==> src/rtl/michi_turn_controller.sv <==
`default_nettype none
// ============================================================================
// Module   : michi_turn_controller
// Purpose  : Tic-tac-toe turn sequencer: accepts moves, tracks both boards,
//            detects wins and draws, and selects the player to move.
// Revision : 1.0 - initial release
// ============================================================================
module michi_turn_controller #(
    parameter logic FIRST_PLAYER = 1'b0
) (
    input  logic       clk,
    input  logic       rst_n,
    input  logic       new_game,
    input  logic       move_valid,
    input  logic [3:0] move_pos,
    output logic       move_ready,
    output logic       sel,
    output logic [8:0] board_x,
    output logic [8:0] board_o,
    output logic [3:0] move_count,
    output logic       illegal,
    output logic [1:0] winner,
    output logic       game_over
);

    typedef enum logic [1:0] {
        ST_PLAY = 2'd0,
        ST_EVAL = 2'd1,
        ST_DONE = 2'd2
    } state_t;

    localparam logic [3:0] c_last_cell = 4'd8;
    localparam logic [3:0] c_full      = 4'd9;

    state_t     r_state;
    logic       r_move_ready;
    logic       r_sel;
    logic [8:0] r_board_x;
    logic [8:0] r_board_o;
    logic [3:0] r_move_count;
    logic       r_illegal;
    logic [1:0] r_winner;
    logic       r_game_over;

    logic [8:0] w_pos_onehot;
    logic       w_pos_free;
    logic       w_legal;
    logic [8:0] w_mover_board;
    logic       w_win;

    function automatic logic f_has_line(input logic [8:0] b);
        f_has_line = (b[0] & b[1] & b[2]) | (b[3] & b[4] & b[5]) |
                     (b[6] & b[7] & b[8]) | (b[0] & b[3] & b[6]) |
                     (b[1] & b[4] & b[7]) | (b[2] & b[5] & b[8]) |
                     (b[0] & b[4] & b[8]) | (b[2] & b[4] & b[6]);
    endfunction

    // Positions above 8 shift the one-hot out of range; the explicit bound
    // check still rejects them.
    assign w_pos_onehot  = 9'b1 << move_pos;
    assign w_pos_free    = ((r_board_x | r_board_o) & w_pos_onehot) == 9'd0;
    assign w_legal       = (move_pos <= c_last_cell) && w_pos_free;
    assign w_mover_board = r_sel ? r_board_o : r_board_x;
    assign w_win         = f_has_line(w_mover_board);

    always_ff @(posedge clk) begin
        if (!rst_n || new_game) begin
            r_state      <= ST_PLAY;
            r_move_ready <= 1'b1;
            r_sel        <= FIRST_PLAYER;
            r_board_x    <= 9'd0;
            r_board_o    <= 9'd0;
            r_move_count <= 4'd0;
            r_illegal    <= 1'b0;
            r_winner     <= 2'b00;
            r_game_over  <= 1'b0;
        end else begin
            r_illegal <= 1'b0;
            case (r_state)
                ST_PLAY: begin
                    if (move_valid) begin
                        if (w_legal) begin
                            if (r_sel) r_board_o <= r_board_o | w_pos_onehot;
                            else       r_board_x <= r_board_x | w_pos_onehot;
                            r_move_count <= r_move_count + 4'd1;
                            r_move_ready <= 1'b0;
                            r_state      <= ST_EVAL;
                        end else begin
                            r_illegal <= 1'b1;
                        end
                    end
                end
                ST_EVAL: begin
                    // A completed line wins even when the board is full.
                    if (w_win) begin
                        r_winner    <= r_sel ? 2'b10 : 2'b01;
                        r_game_over <= 1'b1;
                        r_state     <= ST_DONE;
                    end else if (r_move_count == c_full) begin
                        r_winner    <= 2'b11;
                        r_game_over <= 1'b1;
                        r_state     <= ST_DONE;
                    end else begin
                        r_sel        <= ~r_sel;
                        r_move_ready <= 1'b1;
                        r_state      <= ST_PLAY;
                    end
                end
                ST_DONE: begin
                    r_state <= ST_DONE;
                end
                default: begin
                    r_state      <= ST_PLAY;
                    r_move_ready <= 1'b1;
                    r_game_over  <= 1'b0;
                end
            endcase
        end
    end

    assign move_ready = r_move_ready;
    assign sel        = r_sel;
    assign board_x    = r_board_x;
    assign board_o    = r_board_o;
    assign move_count = r_move_count;
    assign illegal    = r_illegal;
    assign winner     = r_winner;
    assign game_over  = r_game_over;

endmodule
`default_nettype wire

==> config.mk <==
export PLATFORM = sky130hd
export DESIGN_NAME = michi_turn_controller
export DESIGN_NICKNAME = d
export VERILOG_FILES = /design/src/rtl/michi_turn_controller.sv
export SDC_FILE = /design/constraint.sdc
export NUM_CORES = 1
export LEC_CHECK = 0
export CORE_MARGIN = 8
export CORE_UTILIZATION = 40
export DETAILED_ROUTE_END_ITERATION = 8
export PLACE_DENSITY = 0.68
export SETUP_SLACK_MARGIN = 0.1
export SYNTH_ARGS = -nofsm -noshare
export SYNTH_HDL_FRONTEND = slang
export SYNTH_SLANG_ARGS = --single-unit
export TNS_END_PERCENT = 30
==> constraint.sdc <==
create_clock -name clk -period 2.3 [get_ports clk]
set_input_delay 0.46 -clock clk [delete_from_list [all_inputs] [get_ports clk]]
set_output_delay 0.46 -clock clk [all_outputs]
set_load 0.1 [all_outputs]
Word level (Yosys, flattened, before mapping)
Index checks and enable logic that the tools add are counted.
- register bits: 30
- output and inout bits: 28
- add/sub/neg operators: 1
- magnitude comparators: 1
- reduce and logical (&&, ||, !) cells: 16
- shifts and indexed selects: 1
- bitwise logic cells: 34
- eq/ne operators: 8
- muxes and demuxes: 18
- operators with widths (operator ; number):
    $or A9 B9 Y9 ; 3
    $and A1 B1 Y1 ; 16
    $mux W2 ; 7
    $and A9 B9 Y9 ; 1
    $logic_not A9 Y1 ; 1
    $mux W9 ; 1
    $shl A1 B4 Y9 const A ; 1
    $ne A2 B2 Y1 const B ; 4
    $reduce_and A4 Y1 ; 2
    $mux W1 ; 7
    $not A1 Y1 ; 7
    $or A1 B1 Y1 ; 7
    $pmux W2 S3 ; 1
    $reduce_and A2 Y1 ; 3
    $reduce_and A3 Y1 ; 2
    $reduce_and A5 Y1 ; 1
    $add A4 B1 Y4 const B ; 1
    $eq A4 B4 Y1 const B ; 1
    $le A4 B4 Y1 const B ; 1
    $ne A3 B3 Y1 const B ; 1
    $pmux W1 S3 ; 1
    $reduce_or A3 Y1 ; 1
    $eq A2 B1 Y1 const B ; 1
    $eq A2 B2 Y1 const B ; 1
    7 further kinds ; 7

Depth between registers and ports, before layout
Gate-level depths: netlist of run 1.
- depth after elaboration: 12
- mapped depth: 7
- gate-level depth less buffers: 6

Least setup slack after synthesis of run 1
OpenSTA, ideal clock, no wires.
- kind: reg-to-reg
- from: reg r_sel (netlist: sel)
- to: reg r_sel (netlist: sel)
- path slack: -0.088 ns
- buffers on the path: 1
- stages on the path, launching flop included: 7
- arrival: 2.329 ns
- cells stage by stage: dfxtp_1 clkbuf_1 o32ai_1 nor4_1 o21ai_1 or4_1 nand2_1
- longest elaborated chain between the ends: 12
- elaborated cells between the ends (all ways): 27
- ends and longest elaborated chain (what ; line ; RTL):
    start: declaration ; 37 ; logic r_sel;
    start signal: assignment ; 104 ; r_sel <= ~r_sel;
    $mux W9 ; 63 ; assign w_mover_board = r_sel ? r_board_o : r_board_x;
    $and A1 B1 Y1 (2 in a row) ; 52 ; f_has_line = (b[0] & b[1] & b[2]) | (b[3] & b[4] & b[5]) |
    $or A1 B1 Y1 (2 in a row) ; 52 ;
    $or A1 B1 Y1 (2 in a row) ; 53 ; (b[6] & b[7] & b[8]) | (b[0] & b[3] & b[6]) |
    $or A1 B1 Y1 (2 in a row) ; 54 ; (b[1] & b[4] & b[7]) | (b[2] & b[5] & b[8]) |
    $or A1 B1 Y1 ; 55 ; (b[0] & b[4] & b[8]) | (b[2] & b[4] & b[6]);
    $not A1 Y1 (no line) ; -- ;
    $reduce_and A3 Y1 (no line) ; -- ;
Parallel ways exist; a longest one is shown, timed or not.
A chain may end at the register's enable or synchronous reset.

Final worst setup path of run 1
- from: in move_pos[1]
- to: reg r_move_count[3] (netlist: move_count[3])
- longest elaborated chain between the ends: 5
- elaborated cells between the ends (all ways): 6
- ends and longest elaborated chain (what ; line ; RTL):
    start: declaration ; 15 ; input logic [3:0] move_pos,
    $shl A1 B4 Y9 ; 60 ; assign w_pos_onehot = 9'b1 << move_pos;
    $and A9 B9 Y9 ; 61 ; assign w_pos_free = ((r_board_x | r_board_o) & w_pos_onehot) == 9'd0;
    $logic_not A9 Y1 ; 61 ;
    $logic_and A1 B1 Y1 (*) ; 62 ; assign w_legal = (move_pos <= c_last_cell) && w_pos_free;
    $reduce_and A3 Y1 (no line) (*) ; -- ;
    end signal: assignment ; 85 ; r_move_count <= r_move_count + 4'd1;
    end: declaration ; 40 ; logic [3:0] r_move_count;
Mark *: on every way between the ends. The rest lies on a longest branch, timed or not.

==> impl_metrics.prom, run 1 <==
# TYPE chip_impl_metric gauge
chip_impl_info{name="outcome",value="complete, no violations"} 1
chip_impl_metric{name="yosysWarningCount",unit=""} 0
chip_impl_metric{name="final_cell_area",unit="um^2"} 1900
chip_impl_info{name="worst_setup_path_startpoint",value="move_pos[1]"} 1
chip_impl_metric{name="rr_worst_depth",unit=""} 6
chip_impl_metric{name="max_cap_viol_count",unit=""} 0
chip_impl_metric{name="htree_num_levels",unit=""} 2
chip_impl_metric{name="initial_antenna_violation_count",unit=""} 0
chip_impl_metric{name="worst_skew_pair.late_latency",unit="ps"} 340
chip_impl_metric{name="port_buffers",unit=""} 35
chip_impl_metric{name="die_y",unit="um"} 75.0
chip_impl_metric{name="timing.final.crit_period",unit="ps"} 2100
chip_impl_metric{name="avgSynthCellArea",unit="um^2"} 8.39
chip_impl_info{name="rsz0062_at_grt",value="true"} 1
chip_impl_metric{name="floorplan.die.width",unit="um"} 75.0
chip_impl_metric{name="wire_per_inst",unit="um"} 15.6
chip_impl_metric{name="hpwlAfterDp",unit="um"} 3060
chip_impl_info{name="hold_path_class",value="reg2reg"} 1
chip_impl_metric{name="reg2reg_slack",unit="ps"} 370
chip_impl_metric{name="groute.usage.overall",unit="%"} 15.5
chip_impl_metric{name="grt_pass1_wl",unit="um"} 6690
chip_impl_metric{name="timing.max_slew.rel_slack",unit="%"} 73.9
chip_impl_info{name="yosys-top-cells-area",value="sky130_fd_sc_hd__dfxtp_1 (43%), sky130_fd_sc_hd__nand2_1 (6.7%), sky130_fd_sc_hd__o21ai_0 (5.8%)"} 1
chip_impl_metric{name="synth_seq_area_share",unit="%"} 43.1
chip_impl_metric{name="placed_area",unit="um^2"} 1810
chip_impl_metric{name="rows",unit=""} 21
chip_impl_metric{name="number_of_synthesized_flops_with_an_enable_pin",unit=""} 0
chip_impl_metric{name="finalHoldViolCount",unit=""} 0
chip_impl_metric{name="mappedNetlistArea",unit="um^2"} 1390
chip_impl_metric{name="timing.final.setup_violations",unit=""} 0
chip_impl_metric{name="area_delta_synth_final",unit="%"} 36.3
chip_impl_metric{name="slew_at_the_pin_closest_to_its_max_slew_limit",unit="ps"} 392
chip_impl_metric{name="clock_skew",unit="ps"} 17.1
chip_impl_metric{name="critPathRequiredTime",unit="ps"} 2580
chip_impl_metric{name="final.fill_count",unit=""} 321
chip_impl_info{name="cts-root-buf",value="sky130_fd_sc_hd__clkbuf_4"} 1
chip_impl_metric{name="drcViolationCount",unit=""} 0
chip_impl_metric{name="postSynthCellCount",unit=""} 166
chip_impl_metric{name="vias_per_cell",unit=""} 5.48
chip_impl_metric{name="routed-via-count",unit=""} 1447
chip_impl_metric{name="first_global_vias",unit=""} 1398
chip_impl_metric{name="power_density",unit="nW/um^2"} 514
chip_impl_metric{name="place_ws",unit="ps"} -189
chip_impl_metric{name="worst_vdd_drop",unit="mV"} 0.271
chip_impl_metric{name="mappedNetlistNets",unit=""} 176
chip_impl_metric{name="postRouteWirelength",unit="um"} 4120
chip_impl_info{name="synth_flop_cell",value="sky130_fd_sc_hd__dfxtp_1"} 1
chip_impl_metric{name="cts_made_buffers",unit=""} 5
chip_impl_info{name="holdCritStartpoint",value="move_count[3]$_SDFFE_PP0P_"} 1
chip_impl_metric{name="hold_buffer_count_at_cts",unit=""} 0
chip_impl_metric{name="final-max-slew-violation-count",unit=""} 0
chip_impl_metric{name="synth_async_sr_flop_share",unit="%"} 0
chip_impl_info{name="cts_tree",value="built"} 1
chip_impl_metric{name="crit_arrival",unit="ps"} 2390
chip_impl_metric{name="drt_first_pass_iters",unit=""} 4
chip_impl_metric{name="final.period_utilization",unit="%"} 91.5
chip_impl_metric{name="timing.final.ws_setup",unit="ps"} 196
chip_impl_metric{name="leakage",unit="nW"} 0.690
chip_impl_metric{name="diodes",unit=""} 0
chip_impl_info{name="crit-reg2reg-capture",value="sel$_SDFFE_PP0P_"} 1
chip_impl_metric{name="drt.antenna.violating_nets",unit=""} 0
chip_impl_info{name="setup.worst_path.start_class",value="input port"} 1
chip_impl_metric{name="clock_sinks",unit=""} 30
chip_impl_metric{name="share_of_layout_cells_above_drive_strength_1",unit="%"} 29.4
chip_impl_metric{name="die_area",unit="um^2"} 5630
chip_impl_info{name="crit_type",value="in2reg"} 1
chip_impl_metric{name="grt_max_degree",unit=""} 25
chip_impl_metric{name="synth_top_cell_area_share",unit="%"} 43.1
chip_impl_metric{name="critical_path_peak_fanout",unit=""} 7
chip_impl_metric{name="ys_types",unit=""} 36
chip_impl_info{name="critical_path.reg2reg.startpoint",value="board_x[4]$_SDFFE_PP0P_"} 1
chip_impl_metric{name="gp_congestion",unit=""} 0.904
chip_impl_metric{name="io_pins",unit=""} 36
chip_impl_metric{name="clkSlewWorstSetupHoldPaths",unit="ps"} 100
chip_impl_metric{name="fmax",unit="GHz"} 0.475
chip_impl_info{name="critPathCaptureType",value="flip-flop"} 1
chip_impl_metric{name="yosys_register_bits",unit=""} 30
chip_impl_metric{name="clock_tree.buffer_depth",unit=""} 2
chip_impl_metric{name="grt.overflow.total",unit=""} 0
chip_impl_info{name="cp-endpoint",value="move_count[3]$_SDFFE_PP0P_"} 1
chip_impl_metric{name="drt_iter0_markers",unit=""} 158
chip_impl_metric{name="design.core.area",unit="um^2"} 3340
chip_impl_metric{name="initial_core_utilization",unit="%"} 41.7
chip_impl_metric{name="finalNetCount",unit=""} 227
chip_impl_info{name="yosys.area.top_type",value="sky130_fd_sc_hd__dfxtp_1"} 1
per-stage QoR:
step           hold WS (ps)  utilization [%]  cells  total power, W  TNS, ps
2_1_floorplan           467                -    166        0.000604        0
3_3_place_gp            491             54.2    254        0.000650    -1580
3_5_place_dp            506             54.2    254        0.000652    -2330
4_1_cts                 521             56.0    262        0.000977        0
5_1_grt                 556             56.9    264         0.00101        0
6_report                516             56.9    264        0.000975        0
registers in the layout, summed over array words and instances, names as in the netlist:
register,cells
board_o,9
board_x,9
move_count,4
r_state,2
winner,2
game_over,1
illegal,1
move_ready,1
sel,1
cells in the mapped netlist, types with 3 or more instances:
cell type / count
sky130_fd_sc_hd__or3_1: 3
sky130_fd_sc_hd__nor2b_1: 3
sky130_fd_sc_hd__nand3_1: 4
sky130_fd_sc_hd__o21ai_0: 16
sky130_fd_sc_hd__clkbuf_1: 5
sky130_fd_sc_hd__inv_1: 6
sky130_fd_sc_hd__o32ai_1: 6
sky130_fd_sc_hd__nand2_1: 25
sky130_fd_sc_hd__o22ai_1: 4
sky130_fd_sc_hd__a21oi_1: 6
sky130_fd_sc_hd__nand2b_1: 3
sky130_fd_sc_hd__nor2_1: 11
sky130_fd_sc_hd__dfxtp_1: 30
sky130_fd_sc_hd__nor3_1: 3
sky130_fd_sc_hd__or2_2: 3
sky130_fd_sc_hd__nand4_1: 3
sky130_fd_sc_hd__a22oi_1: 8
power by group:
| part | switching, W | internal, W |
|---|---|---|
| logic | 0.0000721 | 0.0000456 |
| clock network | 0.000181 | 0.000148 |
| registers | 0.00000503 | 0.000523 |
| total | 0.000258 | 0.000716 |
cell families after synthesis:
group           count (synthesis)  share of synthesized area (%)
simple gates                   70                           26.1
compound gates                 49                           24.1
flops                          30                           43.1
buf+inv                        13                           3.68
xor+xnor                        2                           1.26
fa+ha+maj                       2                           1.80
how the worst min path moves through the flow:
stage                                      end  slack, ps  depth (start not counted)
floorplan               game_over$_SDFFE_PP0P_        470                          1
global placement    move_count[3]$_SDFFE_PP0P_        490                          2
detailed placement  move_count[1]$_SDFFE_PP0P_        510                          2
CTS                 move_count[3]$_SDFFE_PP0P_        520                          2
global route        move_count[3]$_SDFFE_PP0P_        560                          2
finish              move_count[3]$_SDFFE_PP0P_        520                          2
cell usage in the layout, fill, tap and decap left out, types with 4 or more instances in the layout:
cell                              instances
sky130_fd_sc_hd__o21ai_0                 16
sky130_fd_sc_hd__inv_1                    6
sky130_fd_sc_hd__a21oi_1                  6
sky130_fd_sc_hd__a22oi_1                  8
sky130_fd_sc_hd__clkdlybuf4s50_1          7
sky130_fd_sc_hd__dfxtp_1                 29
sky130_fd_sc_hd__buf_4                   44
sky130_fd_sc_hd__nand2_1                 25
sky130_fd_sc_hd__clkbuf_4                 5
sky130_fd_sc_hd__o22ai_1                  4
sky130_fd_sc_hd__o32ai_1                  4
sky130_fd_sc_hd__nor2_1                  11
sky130_fd_sc_hd__nand3_1                  4
final cells by class:
class	count	area, um^2	share of cell area, %
Multi-Input combinational cell	123	756	39.8
Sequential cell	30	602	31.7
Timing Repair Buffer	51	400	21.1
Tap cell	46	57.6	3.03
Clock buffer	7	55.1	2.90
Inverter	6	22.5	1.19
Clock inverter	1	5.00	0.264
routing by layer:
layer | vias up | GRT usage, % | wire [um]
met5 | - | 0 | 0
met4 | 0 | 7.61 | 88
met3 | 13 | 5.59 | 409
met2 | 78 | 24.1 | 1900
met1 | 650 | 18.5 | 1720
li1 | 706 | - | -
worst max-delay path: stages:
cell and delay (ps):
sky130_fd_sc_hd__clkdlybuf4s50_1 510, sky130_fd_sc_hd__buf_4 210, sky130_fd_sc_hd__nor3_2 200, sky130_fd_sc_hd__nand2_1 90, sky130_fd_sc_hd__a22oi_2 250, sky130_fd_sc_hd__nand3_2 160
sky130_fd_sc_hd__or3_1 370, sky130_fd_sc_hd__a21oi_1 140
repair_timing:
item                                    in CTS  in global routing
endpoints found under the setup margin       0                  1
setup buffers                                0                  2
resized for setup                            0                  2
Note: power is estimated with default switching activity, not from simulation.
==> run 2, diff against run 1 <==
--- a/config.mk
+++ b/config.mk
@@ -5,10 +5,11 @@
 export SDC_FILE = /design/constraint.sdc
 export NUM_CORES = 1
 export LEC_CHECK = 0
+export ABC_AREA = 1
 export CORE_MARGIN = 8
 export CORE_UTILIZATION = 40
 export DETAILED_ROUTE_END_ITERATION = 8
-export PLACE_DENSITY = 0.68
+export PLACE_DENSITY = 0.66
 export SETUP_SLACK_MARGIN = 0.1
 export SYNTH_ARGS = -nofsm -noshare
 export SYNTH_HDL_FRONTEND = slang
==> run 2 against run 1 <==
Effect of this change: area after synthesis grew 17%; sequential cell count is the same; critical path type unchanged; highest routed layer unchanged; critical endpoint is now move_count[2]$_SDFFE_PP0P_; via count grew 12%; clock power grew 32%; routed wire length shrank 2.0%; register-to-register slack gained 160 ps; final cell count grew 28%; global-route usage shrank 1.9 points; final area grew 7.5%; fmax grew 6.8%.
==> impl_metrics.prom, run 2 <==
# TYPE chip_impl_metric gauge
chip_impl_metric{name="critical_path_peak_fanout",unit=""} 19
chip_impl_metric{name="grt_max_degree",unit=""} 26
chip_impl_metric{name="htree_num_levels",unit=""} 2
chip_impl_metric{name="multi_input_area",unit="um^2"} 840
chip_impl_info{name="yosys-top-cells-area",value="sky130_fd_sc_hd__dfxtp_1 (37%), sky130_fd_sc_hd__nand2_1 (18%), sky130_fd_sc_hd__a21oi_1 (8.3%)"} 1
chip_impl_metric{name="first_global_vias",unit=""} 1535
chip_impl_metric{name="postSynthCellCount",unit=""} 248
chip_impl_info{name="leading_cell_types_in_the_layout_fill_and_taps_excluded",value="sky130_fd_sc_hd__nand2_1 (78), sky130_fd_sc_hd__buf_4 (32), sky130_fd_sc_hd__inv_1 (30), sky130_fd_sc_hd__dfxtp_1 (29), sky130_fd_sc_hd__a21oi_1 (27)"} 1
chip_impl_metric{name="worst_skew_pair.late_latency",unit="ps"} 280
chip_impl_metric{name="design.core.area",unit="um^2"} 3970
chip_impl_metric{name="finalHoldViolCount",unit=""} 0
chip_impl_metric{name="groute.usage.overall",unit="%"} 13.7
chip_impl_metric{name="crit_path_max_incr_delay",unit="ps"} 510
chip_impl_metric{name="area_delta_synth_final",unit="%"} 25.2
chip_impl_metric{name="synth_seq_area_share",unit="%"} 36.8
chip_impl_info{name="critPathCaptureType",value="flip-flop"} 1
chip_impl_metric{name="postCtsSetupRepairBufs",unit=""} 0
chip_impl_metric{name="floorplan.die.width",unit="um"} 79.8
chip_impl_metric{name="postRouteWirelength",unit="um"} 4030
chip_impl_metric{name="leakage",unit="nW"} 0.957
chip_impl_metric{name="fin_total_pwr",unit="W"} 0.00108
chip_impl_metric{name="die_area",unit="um^2"} 6370
chip_impl_metric{name="area.sequential",unit="um^2"} 602
chip_impl_metric{name="crit_arrival",unit="ps"} 2170
chip_impl_metric{name="final_cell_area",unit="um^2"} 2040
chip_impl_metric{name="yosys_register_bits",unit=""} 30
chip_impl_metric{name="cts_repair_resize_count",unit=""} 0
chip_impl_info{name="yosys.area.top_type",value="sky130_fd_sc_hd__dfxtp_1"} 1
chip_impl_metric{name="port_buffers",unit=""} 35
chip_impl_info{name="timing.critical_path.mode_cell",value="sky130_fd_sc_hd__nand2_1"} 1
chip_impl_metric{name="io_pins",unit=""} 36
chip_impl_metric{name="drcViolationCount",unit=""} 0
chip_impl_metric{name="setup_tns",unit="ps"} 0
chip_impl_info{name="cts_tree",value="built"} 1
chip_impl_metric{name="timing.max_slew.rel_slack",unit="%"} 48.7
chip_impl_info{name="crit_type",value="in2reg"} 1
chip_impl_metric{name="die_y",unit="um"} 79.8
chip_impl_metric{name="rows",unit=""} 23
chip_impl_metric{name="placed_area",unit="um^2"} 1950
chip_impl_metric{name="timing.final.setup_violations",unit=""} 0
chip_impl_metric{name="drt_first_pass_iters",unit=""} 4
chip_impl_metric{name="critical_path_buf_inv_count",unit=""} 3
chip_impl_metric{name="final-max-slew-violation-count",unit=""} 0
chip_impl_metric{name="initial_antenna_violation_count",unit=""} 0
chip_impl_metric{name="diodes",unit=""} 0
chip_impl_metric{name="vias_per_cell",unit=""} 4.79
chip_impl_info{name="hold_path_class",value="reg2reg"} 1
chip_impl_metric{name="grt_pass1_wl",unit="um"} 6890
chip_impl_info{name="rsz0062_at_grt",value="false"} 1
chip_impl_metric{name="drt_iter0_markers",unit=""} 75
chip_impl_info{name="worstPathCellList",value="clkdlybuf4s50_1 -> nor2_2 -> nand2_1 -> o21ai_0 -> nand3_2 -> inv_4 -> nand2_4 -> clkinv_2 -> nand2_1 -> a21oi_1"} 1
chip_impl_metric{name="ys_types",unit=""} 26
chip_impl_metric{name="final.period_utilization",unit="%"} 85.6
chip_impl_metric{name="share_of_layout_cells_above_drive_strength_1",unit="%"} 19.9
chip_impl_metric{name="hold_buffer_count_at_cts",unit=""} 0
chip_impl_metric{name="synth_top_cell_area_share",unit="%"} 36.8
chip_impl_metric{name="power_density",unit="nW/um^2"} 531
chip_impl_info{name="setup.worst_path.start_class",value="input port"} 1
chip_impl_metric{name="critPathRequiredTime",unit="ps"} 2500
chip_impl_metric{name="clock_sinks",unit=""} 30
chip_impl_metric{name="number_of_synthesized_flops_with_an_enable_pin",unit=""} 0
chip_impl_metric{name="final.fill_count",unit=""} 430
chip_impl_metric{name="drt.antenna.violating_nets",unit=""} 0
chip_impl_metric{name="slew_at_the_pin_closest_to_its_max_slew_limit",unit="ps"} 769
chip_impl_metric{name="initial_core_utilization",unit="%"} 41.1
chip_impl_metric{name="cts_made_buffers",unit=""} 5
chip_impl_metric{name="mappedNetlistArea",unit="um^2"} 1630
chip_impl_metric{name="mappedNetlistNets",unit=""} 258
chip_impl_info{name="cts-root-buf",value="sky130_fd_sc_hd__clkbuf_8"} 1
chip_impl_info{name="cp_slowest_cell",value="sky130_fd_sc_hd__clkdlybuf4s50_1"} 1
chip_impl_metric{name="finalNetCount",unit=""} 296
chip_impl_info{name="category_of_cells_accounting_for_the_largest_share_of_critical_path_delay",value="buffers and inverters"} 1
chip_impl_metric{name="routed-via-count",unit=""} 1614
chip_impl_metric{name="fmax",unit="GHz"} 0.508
chip_impl_metric{name="clkSlewWorstSetupHoldPaths",unit="ps"} 60
chip_impl_info{name="synth_flop_cell",value="sky130_fd_sc_hd__dfxtp_1"} 1
chip_impl_metric{name="worst_vdd_drop",unit="mV"} 0.318
chip_impl_metric{name="synth_async_sr_flop_share",unit="%"} 0
chip_impl_metric{name="grt.overflow.total",unit=""} 0
chip_impl_metric{name="yosysWarningCount",unit=""} 0
chip_impl_metric{name="hpwlAfterDp",unit="um"} 3100
chip_impl_metric{name="clock_tree.buffer_depth",unit=""} 2
chip_impl_metric{name="timing.final.crit_period",unit="ps"} 1970
chip_impl_info{name="yosys.cell_count.top_type",value="sky130_fd_sc_hd__nand2_1"} 1
chip_impl_info{name="outcome",value="complete, no violations"} 1
chip_impl_metric{name="clock_skew",unit="ps"} 4.22
chip_impl_metric{name="max_cap_viol_count",unit=""} 0
chip_impl_metric{name="wire_per_inst",unit="um"} 12.0
chip_impl_metric{name="avgSynthCellArea",unit="um^2"} 6.57
chip_impl_metric{name="gp_congestion",unit=""} 0.849
chip_impl_info{name="mostFrequentLayoutCell",value="sky130_fd_sc_hd__nand2_1"} 1
chip_impl_info{name="synth_common_cells",value="sky130_fd_sc_hd__nand2_1 (78), sky130_fd_sc_hd__dfxtp_1 (30), sky130_fd_sc_hd__inv_1 (30)"} 1
[run 2: metal layers]
metal / share of wire, % / global-route usage [%] / vias up
met5: 0 / 0 / -
met4: 1.6 / 5.45 / 0
met2: 47 / 22.9 / 38
met3: 6.3 / 4.84 / 7
met1: 45 / 15.4 / 699
li1: - / - / 870
[run 2: logic make-up after synthesis]
kind of cell,synth area share [%]
simple gates,39.1
buf+inv,11.7
compound gates,9.82
flops,36.8
xor+xnor,1.07
fa+ha+maj,1.53
[run 2: worst paths after layout]
path / startpoint / end / slack, ps / cells after the start
setup / recovery: move_pos[1] / move_count[2]$_SDFFE_PP0P_ / 330 / 10
hold / removal: move_ready$_SDFFE_PP1P_ / move_ready$_SDFFE_PP1P_ / 450 / 2
setup reg to reg: sel$_SDFFE_PP0P_ / move_ready$_SDFFE_PP1P_ / 530 / 13
hold reg to reg: move_ready$_SDFFE_PP1P_ / move_ready$_SDFFE_PP1P_ / 450 / 2
[run 2: stage by stage]
| step | util, % | setup slack, ps | hold slack [ps] | instances |
|---|---|---|---|---|
| floorplan | - | 327 | 464 | 248 |
| global placement | 49.1 | 71.0 | 437 | 329 |
| detailed placement | 49.1 | 36.6 | 441 | 329 |
| CTS | 51.4 | 330 | 454 | 337 |
| global route | 51.4 | 149 | 481 | 337 |
| finish | 51.4 | 331 | 448 | 337 |
[run 2: layout make-up]
class	instances	share of cell area, %
multi-input cells	175	41.1
flip-flops and latches	30	29.5
repair buffers	39	15.2
inverters	35	6.62
clock buffers	7	4.23
well taps	50	3.07
clock inverters	1	0.245
[run 2: worst min-delay path, delay by kind of cell, from the launching register on]
| kind | cells | cell delay, ps |
|---|---|---|
| simple gates | 2 | 100 |
| flops | 1 | 310 |
[run 2: power breakdown]
| part | internal [W] | switching, W |
|---|---|---|
| sequential | 0.000524 | 0.00000428 |
| clock | 0.000241 | 0.000194 |
| combinational | 0.0000342 | 0.0000863 |
==> run 3, diff against run 2 <==
--- a/config.mk
+++ b/config.mk
@@ -6,6 +6,7 @@
 export NUM_CORES = 1
 export LEC_CHECK = 0
 export ABC_AREA = 1
+export CAP_MARGIN = 20
 export CORE_MARGIN = 8
 export CORE_UTILIZATION = 40
 export DETAILED_ROUTE_END_ITERATION = 8
==> results of run 3 <==
No change in the layout: final DEF, timing and power equal those of run 2.
